## src/rtl/serial_add_pkg.sv

```systemverilog
// Shared types and constants for the bit-serial adder controller.
package serial_add_pkg;

    localparam int DEFAULT_WIDTH = 8;

    typedef enum logic [1:0] {
        IDLE = 2'd0,
        RUN  = 2'd1,
        DONE = 2'd2
    } state_t;

    // Counter must hold 0..WIDTH, so WIDTH=1 still gets a 1-bit counter.
    function automatic int cnt_width(input int w);
        return $clog2(w + 1);
    endfunction

endpackage

```

## src/rtl/serial_add_seq_if.sv

```systemverilog
// Operand and result handshakes of the bit-serial adder.
// Valid/ready: a transfer happens on a rising edge where both valid and ready are high;
// ready never depends combinationally on valid, and the producer keeps data stable while valid waits.
interface serial_add_seq_if #(
    parameter int WIDTH = serial_add_pkg::DEFAULT_WIDTH
);
    logic             in_valid;
    logic             in_ready;
    logic [WIDTH-1:0] op_a;
    logic [WIDTH-1:0] op_b;
    logic             out_valid;
    logic             out_ready;
    logic [WIDTH-1:0] sum;
    logic             cout;
    logic             busy;

    modport master (
        output in_valid, op_a, op_b, out_ready,
        input  in_ready, out_valid, sum, cout, busy
    );

    modport slave (
        input  in_valid, op_a, op_b, out_ready,
        output in_ready, out_valid, sum, cout, busy
    );
endinterface

```

## src/rtl/ha_bit.sv

```systemverilog
// Combinational half-adder cell; two of these form one full-adder bit slice.
module ha_bit (
    input  logic a,
    input  logic b,
    output logic s,
    output logic c
);
    assign s = a ^ b;
    assign c = a & b;
endmodule

```

## src/rtl/serial_add_seq.sv

```systemverilog
// Bit-serial adder controller: accepts two operands, adds them LSB-first one bit per
// clock through a shared half-adder pair, then offers {cout, sum} until taken.
module serial_add_seq
    import serial_add_pkg::*;
#(
    parameter int WIDTH = DEFAULT_WIDTH
) (
    input  logic           clk,
    input  logic           rst_n,
    serial_add_seq_if.slave bus,
    output state_t         dbg_state
);
    localparam int CNT_W = cnt_width(WIDTH);

    state_t           state;
    logic [WIDTH-1:0] sa;
    logic [WIDTH-1:0] sb;
    logic [WIDTH-1:0] res;
    logic [WIDTH-1:0] msb_bit;
    logic [CNT_W-1:0] cnt;
    logic             c;
    logic             cout_r;
    logic             h1_s, h1_c, h2_s, h2_c;
    logic             c_next;

    ha_bit u_ha1 (.a(sa[0]), .b(sb[0]), .s(h1_s), .c(h1_c));
    ha_bit u_ha2 (.a(h1_s),  .b(c),     .s(h2_s), .c(h2_c));

    assign c_next = h1_c | h2_c;

    // Result bits enter at the MSB so after WIDTH shifts bit 0 lands at sum[0].
    always_comb begin
        msb_bit            = '0;
        msb_bit[WIDTH-1]   = h2_s;
    end

    always_ff @(posedge clk) begin
        if (!rst_n) begin
            state  <= IDLE;
            sa     <= '0;
            sb     <= '0;
            c      <= 1'b0;
            cnt    <= '0;
            res    <= '0;
            cout_r <= 1'b0;
        end else begin
            case (state)
                IDLE: begin
                    if (bus.in_valid) begin
                        sa    <= bus.op_a;
                        sb    <= bus.op_b;
                        c     <= 1'b0;
                        cnt   <= '0;
                        state <= RUN;
                    end
                end
                RUN: begin
                    sa  <= sa >> 1;
                    sb  <= sb >> 1;
                    c   <= c_next;
                    res <= (res >> 1) | msb_bit;
                    cnt <= cnt + CNT_W'(1);
                    if (cnt == CNT_W'(WIDTH - 1)) begin
                        cout_r <= c_next;
                        state  <= DONE;
                    end
                end
                DONE: begin
                    if (bus.out_ready) state <= IDLE;
                end
                default: state <= IDLE;
            endcase
        end
    end

    assign bus.in_ready  = (state == IDLE);
    assign bus.out_valid = (state == DONE);
    assign bus.busy      = (state == RUN) || (state == DONE);
    assign bus.sum       = res;
    assign bus.cout      = cout_r;
    assign dbg_state     = state;
endmodule

```

## src/flat_wrapper.sv

```systemverilog
// flat-port wrapper written by rule: the top's interface ports become plain ports
module serial_add_seq_flat import serial_add_pkg::*;
#(
    parameter int WIDTH = DEFAULT_WIDTH
)
  (clk, rst_n, dbg_state, bus_in_valid, bus_op_a, bus_op_b, bus_out_ready, bus_in_ready, bus_out_valid, bus_sum, bus_cout, bus_busy);
  serial_add_seq_if #(.WIDTH(WIDTH)) bus_i ();
  input  logic clk;
  input  logic rst_n;
  output state_t dbg_state;
  input wire logic [$bits(bus_i.in_valid)-1:0] bus_in_valid;
  input wire logic [$bits(bus_i.op_a)-1:0] bus_op_a;
  input wire logic [$bits(bus_i.op_b)-1:0] bus_op_b;
  input wire logic [$bits(bus_i.out_ready)-1:0] bus_out_ready;
  output wire logic [$bits(bus_i.in_ready)-1:0] bus_in_ready;
  output wire logic [$bits(bus_i.out_valid)-1:0] bus_out_valid;
  output wire logic [$bits(bus_i.sum)-1:0] bus_sum;
  output wire logic [$bits(bus_i.cout)-1:0] bus_cout;
  output wire logic [$bits(bus_i.busy)-1:0] bus_busy;
  assign bus_i.in_valid = bus_in_valid;
  assign bus_i.op_a = bus_op_a;
  assign bus_i.op_b = bus_op_b;
  assign bus_i.out_ready = bus_out_ready;
  assign bus_in_ready = bus_i.in_ready;
  assign bus_out_valid = bus_i.out_valid;
  assign bus_sum = bus_i.sum;
  assign bus_cout = bus_i.cout;
  assign bus_busy = bus_i.busy;
  serial_add_seq #(.WIDTH(WIDTH)) u_core (.clk(clk), .rst_n(rst_n), .bus(bus_i), .dbg_state(dbg_state));
endmodule
```

## config.mk

```make
export PLATFORM = sky130hd
export DESIGN_NAME = serial_add_seq_flat
export DESIGN_NICKNAME = d
export VERILOG_FILES = /design/src/rtl/serial_add_pkg.sv /design/src/rtl/serial_add_seq_if.sv /design/src/rtl/ha_bit.sv /design/src/rtl/serial_add_seq.sv /design/src/flat_wrapper.sv
export SDC_FILE = /design/constraint.sdc
export NUM_CORES = 1
export LEC_CHECK = 0
export ABC_AREA = 1
export CAP_MARGIN = 0
export CORE_MARGIN = 1
export CORE_UTILIZATION = 45
export DETAILED_ROUTE_END_ITERATION = 6
export GPL_TIMING_DRIVEN = 0
export PLACE_DENSITY = 0.75
export SLEW_MARGIN = 40
export SYNTH_ARGS = -nofsm -noshare
export SYNTH_HDL_FRONTEND = slang
export SYNTH_SLANG_ARGS = --single-unit
```

## constraint.sdc

```tcl
create_clock -name clk -period 2.29 [get_ports clk]
set_clock_uncertainty 0.1 [all_clocks]
set_input_delay 0.229 -clock clk [delete_from_list [all_inputs] [get_ports clk]]
set_output_delay 0.229 -clock clk [all_outputs]
set_load 0.1 [all_outputs]
```

==> key figures, run 1 <==
Yosys
  • Flops & latches, synth: 32
  • Area contributors post-synth: dfxtp_1, nand2_1, o211a_1
  • Synth Net Count: 209
  • Synth Flop Type: dfxtp_1
  • Asr flop ratio synth: 0%
  • Mapped cell area: 1480 µm²
  • Synth cell types: 19
  • Yosys warnings: 0
  • Mapped Cells: 184
  • Most common cell in the netlist: nand2_1
  • Sequential cell area fraction in the yosys report: a little over two fifths
  • Area share of the largest cell type after synthesis: 43.4%
  • Syn Area/Cell: 8.02 µm²
  • Post-synth EDFFs: 0
  • Yosys top cell by area: dfxtp_1
  • Most instantiated cells after synthesis: nand2_1, dfxtp_1, nand3_1, nor2_1, o211a_1

Setup path
  • Max Fanout on Critical Path: 4
  • Crit path capture type: output port
  • CP arrival: 1.49 ns
  • WP data required: 1.96 ns
  • R2R depth: 8
  • Critical Path Source Type: register
  • Setup CP Type: register to output port

Place
  • Pre-CTS setup slack: roughly 0.68 ns
  • Placer Congestion: 0.764
  • Port buffer count: 33
  • Dpl hpwl: 2.29 mm
  • DP Area: 1800 µm²

Clock tree
  • Clock Tree Root: clkbuf_4
  • H-tree levels: 2
  • CTS tree: built
  • Clock latency on the worst-skew pair: 0.34 ns
  • # clock sinks: 32
  • Total CTS buffers: 5
  • Post-CTS Setup Repair Bufs: 0
  • Worst-case clock buffer depth: 2
  • Cts repair resizes: 0
  • CTS Hold Bufs: 0
  • Clock transition at the registers of the reported paths: 0.11 ns

GRT
  • Largest net degree at the start of global routing: 12
  • Global Route Usage Sum: between 20% and 30%
  • Initial antenna violation count: 0
  • First-pass GRT wire length: 5.40 mm
  • Gr ovfl total: 0
  • Vias in the first global route: around 1300

Floorplan
  • Core Region: 3080 µm²
  • Die Y: 59.3 µm
  • Initial core utilization: 47.9%
  • Die W: ~59 µm
  • IO Pins: 34
  • Row count: 20
  • Full die area: 3510 µm²

Timing
  • Final worst slack: about 0.47 ns
  • Slew headroom: roughly 68%
  • Max-slew violations: 0
  • Peak Freq: 0.549 GHz
  • Fin crit share: 79.5%
  • RSZ-0062 raised after global routing: false
  • Setup TNS: 0 ns
  • Endpoints failing setup: 0
  • Final Critical Period: 1.82 ns
  • Worst-margin pin slew: 0.487 ns
  • Final Hold Vio Count: 0

Power and ir drop
  • Maximum VDD drop: 406 µV
  • P_int: just over 1 mW
  • Sw Ratio: 39.3%
  • Switch Pwr: between 0.6 and 0.7 mW
  • Logic pwr share: 34.8%
  • Clock power frac: 25.6%
  • Reg power frac: 39.6%
  • P_leak: 0.952 nW
  • Pwr Density: 897 nW/µm²

Routing
  • Antenna violation net count after detailed routing: 0
  • Routed wire per std cell: 12.0 µm
  • DRC viols: 0
  • WL final: between 3 and 4 mm
  • Via density: 5.01
  • DR pass1 iterations: 4
  • Vias: 1347
  • Number of DRC markers in iteration 0: 49

Cells and area
  • Final net count: 249
  • Share of layout cells above drive strength 1: 16.9%
  • Final Instance Area: 1880 µm²
  • Layout area overhead: 27.3%
  • Diodes inserted: 0

Outcome
  • Status: completed

Min path
  • Worst hold path class: primary input to register
  • WHS Path Cells: 3

Flow run
  • Max-cap viol count: 0
## placed cells by master (no fill, tap or decap), types with 2 or more instances in the layout
master / count
a21oi_1: 9
dfxtp_2: 2
clkbuf_4: 5
o211a_1: 14
ha_1: 2
buf_6: 3
o21ai_0: 8
inv_1: 12
nor2_1: 20
nand2_1: 48
clkdlybuf4s50_1: 19
buf_2: 19
ha_2: 2
dfxtp_1: 30
nand3_1: 21
## worst paths after layout
check / to / slack [ns] / start
max: bus_busy / 0.47 / u_core.dbg_state[1]
min: u_core.sa[7] / 0.37 / bus_op_a[7]
max reg2reg: u_core.cnt[2] / 0.75 / u_core.dbg_state[1]
min reg2reg: u_core.sa[7] / 0.38 / u_core.sa[7]
## power by group through the flow
stage	sequential [mW]	clock [mW]	combinational, mW
after floorplan	0.847	0	0.295
after global placement	0.677	0	0.602
after detailed placement	0.680	0	0.584
after CTS	0.667	0.436	0.588
after global routing	0.676	0.466	0.630
final	0.668	0.431	0.586
## cells by family (layout without fill, tap and decap cells)
kind of cell | count (synthesis) | in the layout | synth area share [%]
adders and majority gates | 5 | 5 | 4.75
DFF | 32 | 32 | 43.4
buffers and inverters | 22 | 63 | 8.31
AOI/OAI and AO/OA | 32 | 32 | 16.1
and+or+nand+nor | 93 | 93 | 27.4
## sequential cells by signal, indices dropped and copies added, names as in the netlist
name              cells
u_core.bus.cout       1
u_core.cnt            4
u_core.c              1
u_core.dbg_state      2
u_core.sa             8
u_core.bus.sum        8
u_core.sb             8
## area by class of cell
type	instances	area, µm²
tap	44	55.1
clock inverter	3	42.5
multi-input combinational	130	717
timing repair buffer	33	260
sequential	32	643
buffer	10	77.6
inverter	12	45.0
clock buffer	5	37.5
fill	297	1200
## per-stage QoR
step | cells | util (%) | hold slack (ns) | power, mW
6_report | 269 | 61.0 | 0.365 | 1.68
3_3_place_gp | 261 | 60.7 | 0.360 | 1.28
4_1_cts | 269 | 61.0 | 0.365 | 1.69
3_5_place_dp | 261 | 58.4 | 0.361 | 1.26
5_1_grt | 269 | 61.0 | 0.356 | 1.77
2_1_floorplan | 184 | - | 0.265 | 1.14
## per-layer routing
layer | up-vias | routed length, µm | track usage (%)
li1 | 689 | - | -
met1 | 619 | 1500 | 25.5
met2 | 33 | 1520 | 34.7
met3 | 6 | 171 | 7.21
met4 | 0 | 40 | 7.14
met5 | - | 0 | 0
## worst max-delay path, cell delays in order, from the launching register on
cell and delay [ns]:
dfxtp_2 0.37, inv_1 0.07, ha_2 0.31, buf_2 0.41
Power figures use the tool's default switching activity.
==> run 2, diff against run 1 <==
CORE_UTILIZATION = 44   (was 45)
PLACE_DENSITY = 0.76   (was 0.75)
clock period = 1.5 ns   (was 2.29 ns; I/O delays follow)
==> run 2 against run 1 <==
Compared with the run above:
- wire length up 14%
- first-iteration DRC count increased by 14%
- clock power grew 55%
- core utilization increased by 6.4 points
- global-route usage fell by 0.57 points
- highest routed layer unchanged
- flip-flop and latch count stayed put
- design area increased by 12%
==> key figures, run 2 (same netlist as run 1, synthesis figures left out) <==
GRT
  • Global Route Usage Sum: 20.5% (-0.57 points)
  • Gr ovfl total: 0 (unchanged)
  • Largest net degree at the start of global routing: 11 (-1)
  • Initial antenna violation count: 0 (unchanged)
  • Vias in the first global route: 1232 (-1.8%)
  • First-pass GRT wire length: 5.38 mm (-0.37%)

Routing
  • Antenna violation net count after detailed routing: 0 (unchanged)
  • Routed wire per std cell: 13.3 µm (+10%)
  • DR pass1 iterations: 7 (+3)
  • Via density: 5.16 (+3.1%)
  • DRC viols: 0 (unchanged)
  • WL final: 3.68 mm (+14%)
  • Number of DRC markers in iteration 0: 56 (+14%)
  • Vias: 1430 (+6.2%)

Cells and area
  • Final net count: 257 (+3.2%)
  • Most common cell after layout, fill and taps aside: nand2_1
  • Commonest cells after routing, fill and taps aside: nand2_1, dfxtp_1, nand3_1
  • Layout area overhead: 42.9%
  • Share of layout cells above drive strength 1: 23.6% (+6.7 points)
  • Register area: 648 µm² (+0.78%)
  • Filler cell count: 265 (-11%)
  • Final core occ: 67.4% (+6.4 points)
  • Diodes inserted: 0 (unchanged)
  • Multi-input logic area: 797 µm² (+11%)

Clock tree
  • Clock transition at the registers of the reported paths: 0.10 ns (about the same)
  • Total CTS buffers: 5 (unchanged)
  • Clock Tree Root: clkbuf_4
  • H-tree levels: 2 (unchanged)
  • Worst-case clock buffer depth: 2 (unchanged)
  • # clock sinks: 32 (unchanged)
  • Clock latency on the worst-skew pair: 0.33 ns (about the same)
  • CTS tree: built

Setup path
  • Setup CP Type: register to output port
  • R2R Setup Slk: 0.04 ns (-0.71 ns)
  • Crit-path cells: inv_4 -> ha_4 -> buf_12
  • R2R Path Start: u_core.dbg_state[1]
  • Worst Setup EP: bus_busy
  • WP data required: 1.25 ns (-0.71 ns)
  • RR Endpoint: u_core.sb[1]
  • Largest stage delay, worst path: 0.39 ns (-0.02 ns)
  • Crit path capture type: output port
  • Max Fanout on Critical Path: 3 (-1)
  • R2R depth: 7 (-1)
  • Worst path slowest cell: dfxtp_4
  • Critical Path Source Type: register
  • CP arrival: 1.22 ns (-0.27 ns)
  • Critical Path Start: u_core.dbg_state[0]

Power and ir drop
  • Logic pwr share: 38.8% (+4.0 points)
  • Switch Pwr: 1.07 mW (+61%)
  • Reg power frac: 37.1% (-2.5 points)
  • Sw Ratio: 38.4% (-0.94 points)
  • Maximum VDD drop: 886 µV (+120%)
  • Clock power frac: 24.1% (-1.5 points)
  • P_leak: 1.03 nW (+8.5%)
  • P_int: 1.71 mW (+67%)
  • Pwr Density: 1320 nW/µm² (+47%)

Outcome
  • Status: completed

Timing
  • RSZ-0062 raised after global routing: true
  • Final Critical Period: approximately 1.5 ns
  • Fin crit share: 98.0%
  • Peak Freq: 0.680 GHz
  • Max-slew violations: 0 (unchanged)
  • Slew headroom: 67.8% (+0.12 points)
  • Endpoints failing setup: 0 (unchanged)
  • Worst-margin pin slew: 0.482 ns (-0.00515 ns)
  • Setup TNS: 0 ns (unchanged)
  • Final Hold Vio Count: 0 (unchanged)

Floorplan
  • Die W: 59.9 µm (+1.1%)
  • Initial core utilization: 47.2% (-0.77 points)
  • Core Region: 3130 µm² (+1.6%)
  • IO Pins: 34 (unchanged)
  • Die Y: 59.9 µm (+1.1%)
  • Full die area: 3590 µm² (+2.2%)
  • Row count: 20 (unchanged)

Min path
  • Worst hold path class: primary input to register

Place
  • Placer Congestion: 0.742 (-2.9%)
  • Port buffer count: 33 (unchanged)
  • Dpl hpwl: 2.34 mm (+2.6%)

Flow run
  • Max-cap viol count: 0 (unchanged)
## run 2: cell types whose count changed in the layout (fill, tap and decap cells not counted), moves of 3 or more
cell and change:
o21ai_0 -8, o21ai_1 +8, buf_2 -6, buf_4 +6
inv_1 -4, a21oi_1 -3, a21oi_2 +3, clkbuf_16 +3
ha_4 +3
## run 2: how the worst min path moves through the flow
stage | slack [ns] | cells past startpoint | start | end
floorplan | 0.19 | 2 | rst_n | u_core.bus.sum[0]
global placement | 0.36 | 2 | u_core.sb[7] | u_core.sb[7]
detailed placement | 0.36 | 2 | u_core.bus.cout | u_core.bus.cout
CTS | 0.30 | 3 | bus_op_b[7] | u_core.sb[7]
global route | 0.32 | 3 | bus_op_b[7] | u_core.sb[7]
finish | 0.31 | 3 | bus_op_a[7] | u_core.sa[7]
## run 2: repair_timing
action,4_1_cts,5_1_grt
resized for setup,5,16
setup endpoints to repair,18,23
cloned,0,3
buffers inserted,1,4
hold buffers,0,0
pin swaps,0,1
## run 2: per-stage QoR
step | power, mW | worst slack (ns) | cells | hold slack [ns] | instance area (µm²)
detailed placement | 1.96 | -0.0577 | 261 | 0.362 | 1840
CTS | 2.63 | 0.00117 | 270 | 0.298 | 1950
global route | 2.89 | -0.0151 | 277 | 0.318 | 2110
global placement | 1.98 | -0.512 | 261 | 0.357 | 1910
finish | 2.77 | 0.0298 | 277 | 0.308 | 2110
floorplan | 1.77 | -0.183 | 184 | 0.189 | 1520
## run 2: worst max-delay path: cells and delay by family (launching register included)
family	cells	cell delay, ns
fa+ha+maj	1	0.28
flops	1	0.39
buf+inv	2	0.23
## run 2: cell type report
| class | count | share of cell area (%) |
|---|---|---|
| buffer | 10 | 4.39 |
| clock buffer | 8 | 4.27 |
| inverter | 12 | 2.37 |
| multi-input combinational | 131 | 37.8 |
| sequential | 32 | 30.7 |
| tap | 44 | 2.61 |
| timing repair buffer | 40 | 17.8 |
## run 2: metal layers
layer | track usage [%] | wire (µm) | vias up
met5 | 0 | 0 | -
met4 | 6.98 | 51 | 0
met3 | 5.19 | 129 | 7
met2 | 35.2 | 1870 | 40
met1 | 24.6 | 1620 | 675
li1 | - | - | 708
## run 2: power by group through the flow
stage	registers [mW]	clock network, mW	logic, mW
2_1_floorplan	1.30	0	0.478
3_3_place_gp	1.04	0	0.942
3_5_place_dp	1.04	0	0.914
4_1_cts	1.02	0.673	0.931
5_1_grt	1.04	0.710	1.14
6_report	1.03	0.670	1.08
==> run 3, diff against run 2 <==
ABC_CLOCK_PERIOD_IN_PS = 1300   (was unset)
CTS_CLUSTER_SIZE = 8   (was unset)
clock period = 1.3 ns   (was 1.5 ns; I/O delays follow)
==> run 3 against run 2 <==
Compared with the run above:
- the flow now finishes with violations (setup timing)
- via count decreased by 0.77%
- design area up 6.2%
- non-clock buffer count grew 2
- sequential power increased by 16%
- power rose by 19%
- highest routed layer unchanged
- core utilization up 4.2 points
- flip-flop and latch count unchanged
- first-iteration DRC count decreased by 5.4%
==> key figures, run 3 (same netlist as run 1, synthesis figures left out) <==
Clock tree
  • Clock transition at the registers of the reported paths: 0.10 ns (about the same)
  • Worst-case clock buffer depth: 2 (unchanged)
  • Clock latency on the worst-skew pair: 0.34 ns (about the same)
  • Total CTS buffers: 5 (unchanged)
  • CTS tree: built
  • Clock Tree Root: clkbuf_4
  • # clock sinks: 32 (unchanged)
  • H-tree levels: 2 (unchanged)

Setup path
  • Critical Path Source Type: register
  • WP data required: 1.43 ns (+0.18 ns)
  • Setup CP Type: register to register
  • Max Fanout on Critical Path: 5 (+2)
  • CP arrival: 1.58 ns (+0.36 ns)
  • Crit path capture type: register

Routing
  • Antenna violation net count after detailed routing: 0 (unchanged)
  • DRC viols: 0 (unchanged)
  • DR pass1 iterations: 6 (-1)
  • Number of DRC markers in iteration 0: 53 (-5.4%)
  • Routed wire per std cell: 13.8 µm (+3.9%)
  • WL final: 3.85 mm (+4.7%)
  • Via density: 5.09 (-1.5%)
  • Vias: 1419 (-0.77%)

Cells and area
  • Filler cell count: 230 (-13%)
  • Register area: 648 µm² (unchanged)
  • Final Instance Area: 2240 µm² (+6.2%)
  • Share of layout cells above drive strength 1: 29.8% (+6.2 points)
  • Diodes inserted: 0 (unchanged)
  • Final net count: 259 (+0.78%)
  • Most common cell after layout, fill and taps aside: nand2_1
  • Multi-input logic area: 838 µm² (+5.2%)
  • Final std cells w/o fill: 279 (+0.72%)
  • Layout area overhead: 51.7%
  • Commonest cells after routing, fill and taps aside: nand2_1, dfxtp_1, nor2_1

Timing
  • Setup TNS: -3.16 ns (-3.16 ns)
  • Final Hold Vio Count: 0 (unchanged)
  • Worst-margin pin slew: 0.484 ns (+0.00132 ns)
  • Final Critical Period: 1.45 ns
  • Fin crit share: 112%
  • Endpoints failing setup: 27 (+27)
  • RSZ-0062 raised after global routing: true
  • Peak Freq: 0.688 GHz
  • WHS: 0.273 ns (-0.0351 ns)
  • Final worst slack: -0.153 ns (-0.183 ns)
  • Max-slew violations: 0 (unchanged)
  • Slew headroom: 68.0% (+0.13 points)

Place
  • Port buffer count: 33 (unchanged)
  • DP Area: 1840 µm² (+0.14%)
  • Dpl hpwl: 2.31 mm (-1.6%)
  • Placer Congestion: 0.759 (+2.3%)
  • Pre-CTS setup slack: -0.232 ns (-0.175 ns)
  • # placed instances: 261 (unchanged)

GRT
  • Largest net degree at the start of global routing: 11 (unchanged)
  • Gr ovfl total: 0 (unchanged)
  • First-pass GRT wire length: 5.45 mm (+1.4%)
  • Vias in the first global route: 1237 (+0.41%)
  • GR met3 Demand/Resource: 6.71% (+1.5 points)
  • Initial antenna violation count: 0 (unchanged)
  • Global Route Usage Sum: 21.0% (+0.51 points)
  • Busiest grt layer: met2
  • Met1 usage: 24.2% (-0.48 points)
  • M2 GR Usage: 36.5% (+1.3 points)

Power and ir drop
  • P_leak: 1.06 nW (+2.5%)
  • Pwr Density: 1480 nW/µm² (+13%)
  • Maximum VDD drop: 1060 µV (+20%)

Floorplan
  • Core Region: 3130 µm² (unchanged)
  • Initial core utilization: 47.2% (unchanged)
  • Die Y: 59.9 µm (unchanged)
  • Row count: 20 (unchanged)
  • Full die area: 3590 µm² (unchanged)
  • Die W: 59.9 µm (unchanged)
  • IO Pins: 34 (unchanged)

Flow run
  • Max-cap viol count: 0 (unchanged)

Min path
  • Worst hold path class: primary input to register

Outcome
  • Violated checks: setup timing
  • Status: finished, violations left
run 3: worst max-delay path, cell delays in order (launching register included):
cell     delay [ns]
dfxtp_4        0.39
inv_4          0.05
ha_4           0.16
buf_6          0.13
nand2_8        0.10
nand2_8        0.08
buf_8          0.14
o211a_1        0.20
run 3: cell type report:
type / count / area share [%]
sequential: 32 / 29.0
inverter: 12 / 2.68
clock buffer: 8 / 4.02
tap: 44 / 2.46
multi-input combinational: 131 / 37.5
timing repair buffer: 42 / 20.0
buffer: 10 / 4.42
run 3: stage by stage:
step	total power, mW	util [%]
6_report	3.31	71.6
5_1_grt	3.47	71.6
4_1_cts	3.14	65.6
3_5_place_dp	2.26	58.8
3_3_place_gp	2.29	61.0
2_1_floorplan	2.05	-
run 3: layer usage:
layer,wire length [µm],share of wire [%],vias up
met5,0,0,-
met4,47,1.2,0
met3,188,4.9,7
met2,1950,51,37
met1,1660,43,660
li1,-,-,715
run 3: path summary, 6_finish.rpt:
path                            cells past startpoint  slack [ns]           startpoint           end
worst max-delay path                                7       -0.15  u_core.dbg_state[1]  u_core.sa[0]
worst min-delay path                                3        0.27          bus_op_b[7]  u_core.sb[7]
worst max register to register                      7       -0.15  u_core.dbg_state[1]  u_core.sa[0]
worst min register to register                      2        0.37         u_core.sb[7]  u_core.sb[7]
run 3: power breakdown:
group | internal, mW | switching (mW)
clock | 0.433 | 0.345
combinational | 0.510 | 0.834
sequential | 1.10 | 0.0889
total | 2.04 | 1.27
run 3: what timing repair did:
action	CTS	global route
setup endpoints to repair	46	38
cloned	0	3
setup buffers	4	3
hold buffers	0	0
pin swaps	2	10
resized for setup	32	28
